$ cat src/rtl/axi_pkg.sv
// Shared AXI read-channel types and sizing helpers for the R-channel buffer.
package axi_pkg;

  typedef enum logic [1:0] {
    OKAY   = 2'b00,
    EXOKAY = 2'b01,
    SLVERR = 2'b10,
    DECERR = 2'b11
  } resp_e;

  function automatic int cnt_width(input int depth);
    return $clog2(depth + 1);
  endfunction

  function automatic logic resp_is_err(input resp_e resp);
    return (resp == SLVERR) || (resp == DECERR);
  endfunction

endpackage

$ cat src/rtl/axi_rd_fifo_mem.sv
// Beat storage for the R-channel buffer: one write port, one read port driven
// by a registered read address. Storage contents are not reset.
module axi_rd_fifo_mem #(
  parameter int WIDTH = 48,
  parameter int DEPTH = 16,
  parameter int AW    = $clog2(DEPTH)
) (
  input  logic             clk,
  input  logic             we,
  input  logic [AW-1:0]    waddr,
  input  logic [WIDTH-1:0] wdata,
  input  logic [AW-1:0]    raddr,
  output logic [WIDTH-1:0] rdata
);

  logic [WIDTH-1:0] mem_r [DEPTH];

  // Write port; a slot is never written while it holds the head beat.
  always_ff @(posedge clk) begin
    if (we) begin
      mem_r[waddr] <= wdata;
    end
  end

  assign rdata = mem_r[raddr];

endmodule

$ cat src/rtl/axi_rd_data_buf.sv
// AXI R-channel buffer with cut-through or whole-burst release, occupancy and
// burst counters, and sticky error/oversize flags.
module axi_rd_data_buf
  import axi_pkg::*;
#(
  parameter int DATA_WIDTH   = 32,
  parameter int ID_MAX_WIDTH = 12,
  parameter int USER_WIDTH   = 1,
  parameter int DEPTH        = 16,
  parameter int PKT_MODE     = 0
) (
  input  logic                          clk,
  input  logic                          rst_n,
  input  logic [ID_MAX_WIDTH-1:0]       s_rid,
  input  logic [DATA_WIDTH-1:0]         s_rdata,
  input  logic [1:0]                    s_rresp,
  input  logic                          s_rlast,
  input  logic [USER_WIDTH-1:0]         s_ruser,
  input  logic                          s_rvalid,
  output logic                          s_rready,
  output logic [ID_MAX_WIDTH-1:0]       m_rid,
  output logic [DATA_WIDTH-1:0]         m_rdata,
  output logic [1:0]                    m_rresp,
  output logic                          m_rlast,
  output logic [USER_WIDTH-1:0]         m_ruser,
  output logic                          m_rvalid,
  input  logic                          m_rready,
  output logic [cnt_width(DEPTH)-1:0]   level,
  output logic [cnt_width(DEPTH)-1:0]   bursts,
  input  logic                          err_clr,
  output logic                          resp_err,
  output logic                          oversize
);

  localparam int AW = $clog2(DEPTH);
  localparam int LW = cnt_width(DEPTH);
  localparam int PW = ID_MAX_WIDTH + DATA_WIDTH + 2 + 1 + USER_WIDTH;
  localparam logic [LW-1:0] FULL_LVL = LW'(DEPTH);
  localparam logic [LW-1:0] CNT_ONE  = LW'(32'd1);
  localparam logic [AW-1:0] PTR_ONE  = AW'(32'd1);

  logic [AW-1:0] wr_ptr_r, rd_ptr_r;
  logic [LW-1:0] level_r, bursts_r, level_nxt_s, bursts_nxt_s;
  logic          ready_en_r, fallback_r, resp_err_r, oversize_r;
  logic          push_s, pop_s, rvalid_s, fb_set_s;
  logic [PW-1:0] wr_data_s, rd_data_s;
  resp_e         pop_resp_s;

  assign push_s     = s_rvalid & s_rready;
  assign pop_s      = m_rvalid & m_rready;
  assign wr_data_s  = {s_rid, s_rdata, s_rresp, s_rlast, s_ruser};
  assign pop_resp_s = resp_e'(m_rresp);
  // An incomplete burst that fills the buffer could never be released whole.
  assign fb_set_s   = (PKT_MODE != 32'sd0) && (level_r == FULL_LVL) &&
                      (bursts_r == {LW{1'b0}});

  axi_rd_fifo_mem #(
    .WIDTH (PW),
    .DEPTH (DEPTH),
    .AW    (AW)
  ) u_mem (
    .clk   (clk),
    .we    (push_s),
    .waddr (wr_ptr_r),
    .wdata (wr_data_s),
    .raddr (rd_ptr_r),
    .rdata (rd_data_s)
  );

  // Release rule: cut-through, or only once a whole burst (or fallback) is held.
  always_comb begin
    rvalid_s = 1'b0;
    if (level_r == {LW{1'b0}}) begin
      rvalid_s = 1'b0;
    end else if (PKT_MODE == 32'sd0) begin
      rvalid_s = 1'b1;
    end else begin
      rvalid_s = (bursts_r != {LW{1'b0}}) | fallback_r;
    end
  end

  assign s_rready = ready_en_r & (level_r != FULL_LVL);
  assign m_rvalid = rvalid_s;
  assign {m_rid, m_rdata, m_rresp, m_rlast, m_ruser} = rvalid_s ? rd_data_s : {PW{1'b0}};

  // Occupancy and burst counters move by the net of this cycle's push and pop.
  always_comb begin
    level_nxt_s  = level_r;
    bursts_nxt_s = bursts_r;
    case ({push_s, pop_s})
      2'b10:   level_nxt_s = level_r + CNT_ONE;
      2'b01:   level_nxt_s = level_r - CNT_ONE;
      default: level_nxt_s = level_r;
    endcase
    case ({push_s & s_rlast, pop_s & m_rlast})
      2'b10:   bursts_nxt_s = bursts_r + CNT_ONE;
      2'b01:   bursts_nxt_s = bursts_r - CNT_ONE;
      default: bursts_nxt_s = bursts_r;
    endcase
  end

  // Pointers, counters and the post-reset ready enable.
  always_ff @(posedge clk or negedge rst_n) begin
    if (!rst_n) begin
      wr_ptr_r   <= {AW{1'b0}};
      rd_ptr_r   <= {AW{1'b0}};
      level_r    <= {LW{1'b0}};
      bursts_r   <= {LW{1'b0}};
      ready_en_r <= 1'b0;
    end else begin
      ready_en_r <= 1'b1;
      level_r    <= level_nxt_s;
      bursts_r   <= bursts_nxt_s;
      if (push_s) begin
        wr_ptr_r <= wr_ptr_r + PTR_ONE;
      end
      if (pop_s) begin
        rd_ptr_r <= rd_ptr_r + PTR_ONE;
      end
    end
  end

  // Fallback and sticky flags; a set in the same cycle as err_clr wins.
  always_ff @(posedge clk or negedge rst_n) begin
    if (!rst_n) begin
      fallback_r <= 1'b0;
      oversize_r <= 1'b0;
      resp_err_r <= 1'b0;
    end else begin
      if (fb_set_s) begin
        fallback_r <= 1'b1;
        oversize_r <= 1'b1;
      end else begin
        if (pop_s && m_rlast) begin
          fallback_r <= 1'b0;
        end
        if (err_clr) begin
          oversize_r <= 1'b0;
        end
      end
      if (pop_s && resp_is_err(pop_resp_s)) begin
        resp_err_r <= 1'b1;
      end else if (err_clr) begin
        resp_err_r <= 1'b0;
      end
    end
  end

  assign level    = level_r;
  assign bursts   = bursts_r;
  assign resp_err = resp_err_r;
  assign oversize = oversize_r;

endmodule

$ cat config.mk
export PLATFORM = sky130hd
export DESIGN_NAME = axi_rd_data_buf
export DESIGN_NICKNAME = d
export VERILOG_FILES = /design/src/rtl/axi_pkg.sv /design/src/rtl/axi_rd_fifo_mem.sv /design/src/rtl/axi_rd_data_buf.sv
export SDC_FILE = /design/constraint.sdc
export NUM_CORES = 1
export LEC_CHECK = 0
export BUFFER_PORTS_ARGS = -buffer_cell sky130_fd_sc_hd__buf_2
export CAP_MARGIN = 20
export CORE_ASPECT_RATIO = 0.7
export CORE_MARGIN = 2
export CORE_UTILIZATION = 45
export CTS_CLUSTER_DIAMETER = 50
export DETAILED_ROUTE_END_ITERATION = 7
export PLACE_DENSITY = 0.58
export SLEW_MARGIN = 20
export SYNTH_ARGS = -nofsm -noshare
export SYNTH_HDL_FRONTEND = slang
export SYNTH_SLANG_ARGS = --single-unit
$ cat constraint.sdc
create_clock -name clk -period 9.5 [get_ports clk]
set_input_delay 0.475 -clock clk [delete_from_list [all_inputs] [get_ports clk]]
set_output_delay 0.475 -clock clk [all_outputs]
set_load 0.02 [all_outputs]
==> metrics.yaml, run 1 <==
setup_path:
  cp_top_family: "buffers and inverters"
  end_kind: "output port"
  required_ns: 9.03
  critPathLaunchType: "register"
  timing.setup.critical_path_class: "reg -> out"
  timing.critical_path.arrival_ns: 4.68
  cp_slowest_stage_delay_ns: 1.07
  master_of_the_slowest_instance_on_the_critical_path: "sky130_fd_sc_hd__dfrtp_4"
  cp_num_buf_inv: 3
  crit_chain: "buf_4, buf_4, mux4_2, mux2i_1, o22ai_1, buf_2"
  worst_r2r_startpoint: "rd_ptr_r[0]$_DFFE_PN0P_"
  worst-path-max-fanout: 50
  path_common_cell: "sky130_fd_sc_hd__buf_4"
  cp-startpoint: "rd_ptr_r[0]$_DFFE_PN0P_"
placed_design:
  port_buffers: 113
  worst_slack_after_detailed_placement_ns: 4.771
  postPlaceCellArea_um2: 31700
  dpl.hpwl_um: 28130
  routabilityCongestion: 0.6799
route:
  drc: 0
  first_pass_iters: 5
  initialDrtViolationCount: 1224
  drt-met1-wl_um: 28320
  met2_wire_length_um: 31050
  top_signal_layer_used: "met5"
  finalWirelength_um: 63580
  vias_per_cell: 5.590
  detail-route-antenna-nets: 0
  vias: 13294
  wl_met3_um: 2780
  wl_per_cell_um: 26.74
floorplan:
  die_x_um: 313.8
  pin_count: 115
  start_util_pct: 45.52
  die-height_um: 220.9
  fp.coreArea_um2: 66420
  rows: 79
  fp.dieArea_um2: 69320
logic_synthesis:
  synth_instances: 1295
  synthTopCellsByArea: "sky130_fd_sc_hd__edfxtp_1 (76%), sky130_fd_sc_hd__mux4_2 (14%), sky130_fd_sc_hd__mux2i_1 (3.1%)"
  yosys_warnings: 0
  post_synth.cell_area_avg_um2: 23.35
  yosys-top-cells-count: "sky130_fd_sc_hd__edfxtp_1 (768), sky130_fd_sc_hd__mux4_2 (193), sky130_fd_sc_hd__mux2i_1 (94)"
  synth_seq_area_share_pct: 77.93
  synth_top_flop_cell: "sky130_fd_sc_hd__edfxtp_1"
  postSynthNetCount: 1363
  synth_async_sr_flop_share_pct: 2.538
  synth.top_cell.area_share_pct: 76.27
  synth-edff-count: 768
  synthDominantAreaCellType: "sky130_fd_sc_hd__edfxtp_1"
  ys_types: 34
  ys_ff_latch: 788
  synth.cell_area_um2: 30240
  yosysMostFrequentCell: "sky130_fd_sc_hd__edfxtp_1"
sta:
  slew_violations: 0
  min_tclk_post_route_ns: 5.159
  timing.final.ws_setup_ns: 4.341
  worst_tran_pin_value_ns: 1.087
  maxSlewHeadroom_pct: 27.55
  total_of_endpoints_with_negative_setup_slack_in_the_final_report: 0
  fin_tns_setup_ns: 0
  final.setup_skew_ns: 0.01500
  finalHoldViolCount: 0
  finalHoldWorstSlack_ns: 0.07375
  min_period_over_period_pct: 54.30
  rsz0062_at_grt: "false"
  max_clock_freq_mhz: 193.8
power:
  static-leakage-power_nw: 11.07
  powerDensity_nw_per_um2: 298.2
  vdd.ir_drop.worst_mv: 0.2826
clock_tree:
  clk_path_buf_depth: 3
  tritoncts_clock_tree: "yes"
  cts.repair.resized: 0
  clock_tree.root_cell: "sky130_fd_sc_hd__clkbuf_16"
  cts-htree-levels: 3
  clock_sink_count: 788
  cts.clk_slew.worst_paths_ns: 0.06
  clk_latency_ns: 0.60
  tritoncts.num_buffers: 78
cells_and_area:
  area_growth_pct: 13.29
  final_layout_size_suffix_gt1_share_pct: 30.35
  final_design_area_no_fill_um2: 34250
  layout.nets: 1498
grt:
  grt_max_degree: 165
  first_global_vias: 14208
  antenna_found_initial: 6
  gr-total-overflow: 0
  grt_use_total_pct: 18.64
  grt_pass1_wl_um: 94250
hold_path:
  worstHoldPathType: "in -> reg"
  min-delay-start: "err_clr"
outcome:
  status: "completed"
flow_run:
  maxCapViolations: 0
-- worst paths after layout --
path,to,slack [ns],depth (start not counted)
setup / recovery,m_rdata[29],4.34,6
hold / removal,resp_err$_DFFE_PN0P_,0.07,2
setup reg to reg,bursts[4]$_DFFE_PN0P_,5.54,10
hold reg to reg,bursts[4]$_DFFE_PN0P_,0.47,1
max in group asynchronous,rd_ptr_r[1]$_DFFE_PN0P_,8.73,2
min in group asynchronous,wr_ptr_r[2]$_DFFE_PN0P_,0.38,2
-- logic make-up (layout without fill, tap and decap cells) --
| kind of cell | after synthesis | in the layout | synth area share (%) |
|---|---|---|---|
| adder cells (fa/ha/maj) | 15 | 15 | 0.6704 |
| XOR/XNOR | 15 | 15 | 0.4345 |
| AND/OR/NAND/NOR | 46 | 46 | 0.8482 |
| AO/OA/AOI/OAI | 63 | 63 | 1.270 |
| buffers and inverters | 77 | 268 | 1.262 |
| multiplexers | 289 | 289 | 17.56 |
| other | 2 | 3 | 0.02484 |
| flip-flops | 788 | 788 | 77.93 |
-- stage by stage --
step                utilization, %  total power [mW]  std cells
floorplan                        -             6.414       1295
global placement             47.73             7.250       2240
detailed placement           47.73             7.279       2240
CTS                          51.56             10.35       2377
global route                 51.57             10.66       2378
finish                       51.57             10.21       2378
-- worst reg2reg max path: stages, from the launching register on --
cell and delay (ns):
sky130_fd_sc_hd__dfrtp_4 1.07, sky130_fd_sc_hd__mux4_2 0.62, sky130_fd_sc_hd__mux4_2 0.49, sky130_fd_sc_hd__and3_1 0.20, sky130_fd_sc_hd__ha_1 0.27, sky130_fd_sc_hd__fa_1 0.43, sky130_fd_sc_hd__a21o_1 0.19, sky130_fd_sc_hd__a21oi_1 0.18
sky130_fd_sc_hd__xor2_1 0.18, sky130_fd_sc_hd__nor2_1 0.07, sky130_fd_sc_hd__xor2_1 0.14
-- routing by layer --
| layer | vias up | global-route usage [%] |
|---|---|---|
| li1 | 5751 | - |
| met1 | 7123 | 26.46 |
| met2 | 316 | 30.04 |
| met3 | 100 | 3.243 |
| met4 | 4 | 5.171 |
| met5 | - | 0 |
-- registers in the layout, summed over array words and instances, names as in the netlist --
signal	count
level	5
wr_ptr_r	4
u_mem.mem_r	768
ready_en_r	1
resp_err	1
bursts	5
rd_ptr_r	4
-- report_power, final --
| group | internal [mW] | switching, mW | leakage [nW] |
|---|---|---|---|
| Clock | 1.81 | 1.27 | 1.23 |
| Combinational | 1.30 | 1.62 | 2.69 |
| Sequential | 4.04 | 0.188 | 7.15 |
-- cell usage in the layout (no fill, tap or decap), types with 10 or more instances in the layout --
cell / netlist / layout
sky130_fd_sc_hd__and2_4: 0 / 16
sky130_fd_sc_hd__buf_2: 23 / 113
sky130_fd_sc_hd__clkbuf_1: 26 / 15
sky130_fd_sc_hd__clkbuf_16: 0 / 81
sky130_fd_sc_hd__clkinv_1: 0 / 10
sky130_fd_sc_hd__clkinv_2: 0 / 11
sky130_fd_sc_hd__dfrtp_1: 20 / 17
sky130_fd_sc_hd__edfxtp_1: 768 / 768
sky130_fd_sc_hd__ha_1: 13 / 13
sky130_fd_sc_hd__mux2i_1: 94 / 94
sky130_fd_sc_hd__mux4_2: 193 / 193
sky130_fd_sc_hd__nand2_1: 15 / 14
sky130_fd_sc_hd__o22ai_1: 47 / 47
sky130_fd_sc_hd__xnor2_1: 10 / 10
-- cell type report --
cell class / count / area, µm²
Tap cell: 891 / 1115
Clock buffer: 96 / 2083
Antenna cell: 1 / 2.502
Multi-Input combinational cell: 430 / 6337
Fill cell: 5220 / 32170
Inverter: 10 / 37.54
Clock inverter: 40 / 452.9
Timing Repair Buffer: 122 / 651.9
Sequential cell: 788 / 23570
-- repair_timing --
action,CTS,global route
hold buffers,1,0
hold endpoints to repair,20,0
setup buffers,0,0
Power figures use the tool's default switching activity.
==> inputs of run 2 (changes only) <==
--- a/config.mk
+++ b/config.mk
@@ -12,7 +12,7 @@
 export CORE_UTILIZATION = 45
 export CTS_CLUSTER_DIAMETER = 50
 export DETAILED_ROUTE_END_ITERATION = 7
-export PLACE_DENSITY = 0.58
+export PLACE_DENSITY = 0.6
 export SLEW_MARGIN = 20
 export SYNTH_ARGS = -nofsm -noshare
 export SYNTH_HDL_FRONTEND = slang
==> constraint.sdc (replaced) <==
create_clock -name clk -period 4.19 [get_ports clk]
set_input_delay 0.2095 -clock clk [delete_from_list [all_inputs] [get_ports clk]]
set_output_delay 0.2095 -clock clk [all_outputs]
set_load 0.02 [all_outputs]
==> run 2 against run 1 <==
Effect of this change: first-iteration DRC count up 0.16%; final cell count up 3.1%; utilization grew 1.0 points; combinational power is 140% higher; worst setup slack lost 4.0 ns; sequential power up 120%; clock power up 120%; largest cell class unchanged.
==> metrics.yaml, run 2 (synthesis results as in run 1) <==
outcome:
  status: "completed"
sta:
  final.setup_skew_ns: 0.02018
  finalHoldViolCount: 0
  max_clock_freq_mhz: 257.1
  finalHoldWorstSlack_ns: 0.05913
  min_tclk_post_route_ns: 3.890
  rsz0062_at_grt: "false"
  slew_violations: 0
  total_of_endpoints_with_negative_setup_slack_in_the_final_report: 0
  fin_tns_setup_ns: 0
  maxSlewHeadroom_pct: 27.56
  min_period_over_period_pct: 92.84
  worst_tran_pin_value_ns: 1.087
  timing.final.ws_setup_ns: 0.3002
power:
  vdd.ir_drop.worst_mv: 0.4702
  powerDensity_nw_per_um2: 660.7
  static-leakage-power_nw: 11.37
cells_and_area:
  final_core_occ_pct: 52.61
  final_cell_mix: "sky130_fd_sc_hd__edfxtp_1 (768), sky130_fd_sc_hd__mux4_2 (193), sky130_fd_sc_hd__buf_2 (113), sky130_fd_sc_hd__mux2i_1 (94), sky130_fd_sc_hd__clkbuf_16 (83)"
  final_layout_size_suffix_gt1_share_pct: 29.87
  layout.nets: 1571
  seq_area_um2: 23570
  fillerInstances: 5156
  antenna_cells: 0
  largest_register: "u_mem.mem_r"
  multi_input_area_um2: 6337
  final_design_area_no_fill_um2: 34950
  layout_commonest_cell: "sky130_fd_sc_hd__edfxtp_1"
  area_growth_pct: 15.58
  max_ffs_per_register: 768
route:
  vias: 13873
  finalWirelength_um: 66030
  wl_met3_um: 3297
  met2_wire_length_um: 32460
  vias_per_cell: 5.660
  wl_per_cell_um: 26.94
  drc: 0
  detail-route-antenna-nets: 0
  first_pass_iters: 5
  initialDrtViolationCount: 1226
  drt-met1-wl_um: 29260
  top_signal_layer_used: "met5"
grt:
  first_global_vias: 14928
  gr-total-overflow: 0
  antenna_found_initial: 2
  grt_pass1_wl_um: 98310
  grt_max_degree: 125
  grt_use_total_pct: 19.41
floorplan:
  fp.dieArea_um2: 69320
  fp.coreArea_um2: 66420
  die_x_um: 313.8
  die-height_um: 220.9
  rows: 79
  pin_count: 115
  start_util_pct: 45.52
clock_tree:
  clock_tree.root_cell: "sky130_fd_sc_hd__clkbuf_16"
  clock_sink_count: 788
  cts.clk_slew.worst_paths_ns: 0.06
  clk_latency_ns: 0.62
  tritoncts_clock_tree: "yes"
  cts-htree-levels: 3
  tritoncts.num_buffers: 79
  clk_path_buf_depth: 3
setup_path:
  end_kind: "output port"
  timing.critical_path.arrival_ns: 3.68
  ff2ff_setup_slack_ns: 0.98
  timing.setup.critical_path_class: "reg -> out"
  critPathLaunchType: "register"
  master_of_the_slowest_instance_on_the_critical_path: "sky130_fd_sc_hd__buf_4"
  crit_chain: "buf_12, buf_4, mux4_2, mux2i_1, o22ai_1, buf_2"
  worst-path-max-fanout: 124
  required_ns: 3.98
  cp_slowest_stage_delay_ns: 0.88
placed_design:
  postPlaceCellArea_um2: 32000
  dpl.hpwl_um: 33400
  worst_slack_after_detailed_placement_ns: 0.9205
  port_buffers: 113
  routabilityCongestion: 0.7132
flow_run:
  maxCapViolations: 0
hold_path:
  worstHoldPathType: "in -> reg"
==> run 2: final cells by class <==
| type | instances | area share [%] |
|---|---|---|
| clock buffer | 100 | 6.126 |
| clock inverter | 38 | 0.8306 |
| inverter | 10 | 0.1074 |
| multi-input combinational | 430 | 18.13 |
| sequential | 788 | 67.46 |
| tap | 891 | 3.190 |
| timing repair buffer | 194 | 4.153 |
==> run 2: report_power, final <==
part | internal, mW | total [mW] | switching, mW
registers | 9.15 | 9.41 | 0.264
logic | 3.05 | 6.98 | 3.93
clock network | 3.81 | 6.70 | 2.90
==> run 2: path summary, 6_finish.rpt <==
check | start | cells after the start | endpoint
max | rd_ptr_r[1]$_DFFE_PN0P_ | 6 | m_rid[1]
min | m_rready | 3 | rd_ptr_r[0]$_DFFE_PN0P_
max reg2reg | rd_ptr_r[0]$_DFFE_PN0P_ | 10 | bursts[4]$_DFFE_PN0P_
min reg2reg | bursts[4]$_DFFE_PN0P_ | 1 | bursts[4]$_DFFE_PN0P_
max in group asynchronous | rst_n | 2 | rd_ptr_r[0]$_DFFE_PN0P_
min in group asynchronous | rst_n | 2 | rd_ptr_r[1]$_DFFE_PN0P_
==> run 2: what timing repair did <==
item                      in CTS  in global routing
hold endpoints to repair     789                  0
buffers inserted               0                  0
hold buffers                  51                  0
resized for setup              0                  0
==> run 2: per-layer routing <==
| layer | up-vias | GRT usage [%] |
|---|---|---|
| met1 | 7526 | 27.40 |
| met2 | 331 | 31.56 |
| li1 | 5923 | - |
| met4 | 4 | 3.998 |
| met5 | - | 0 |
| met3 | 89 | 4.105 |
==> run 2: through the flow <==
| step | cells | power (mW) |
|---|---|---|
| final | 2451 | 23.09 |
| after global routing | 2451 | 24.11 |
| after global placement | 2262 | 16.58 |
| after detailed placement | 2262 | 16.66 |
| after floorplan | 1295 | 14.54 |
| after CTS | 2451 | 23.41 |
==> run 2: worst max-delay path, delay by kind of cell, from the launching register on <==
kind	cells	cell delay, ns
AO/OA/AOI/OAI	1	0.35
flip-flops	1	0.46
multiplexers	2	0.44
buffers and inverters	3	1.70
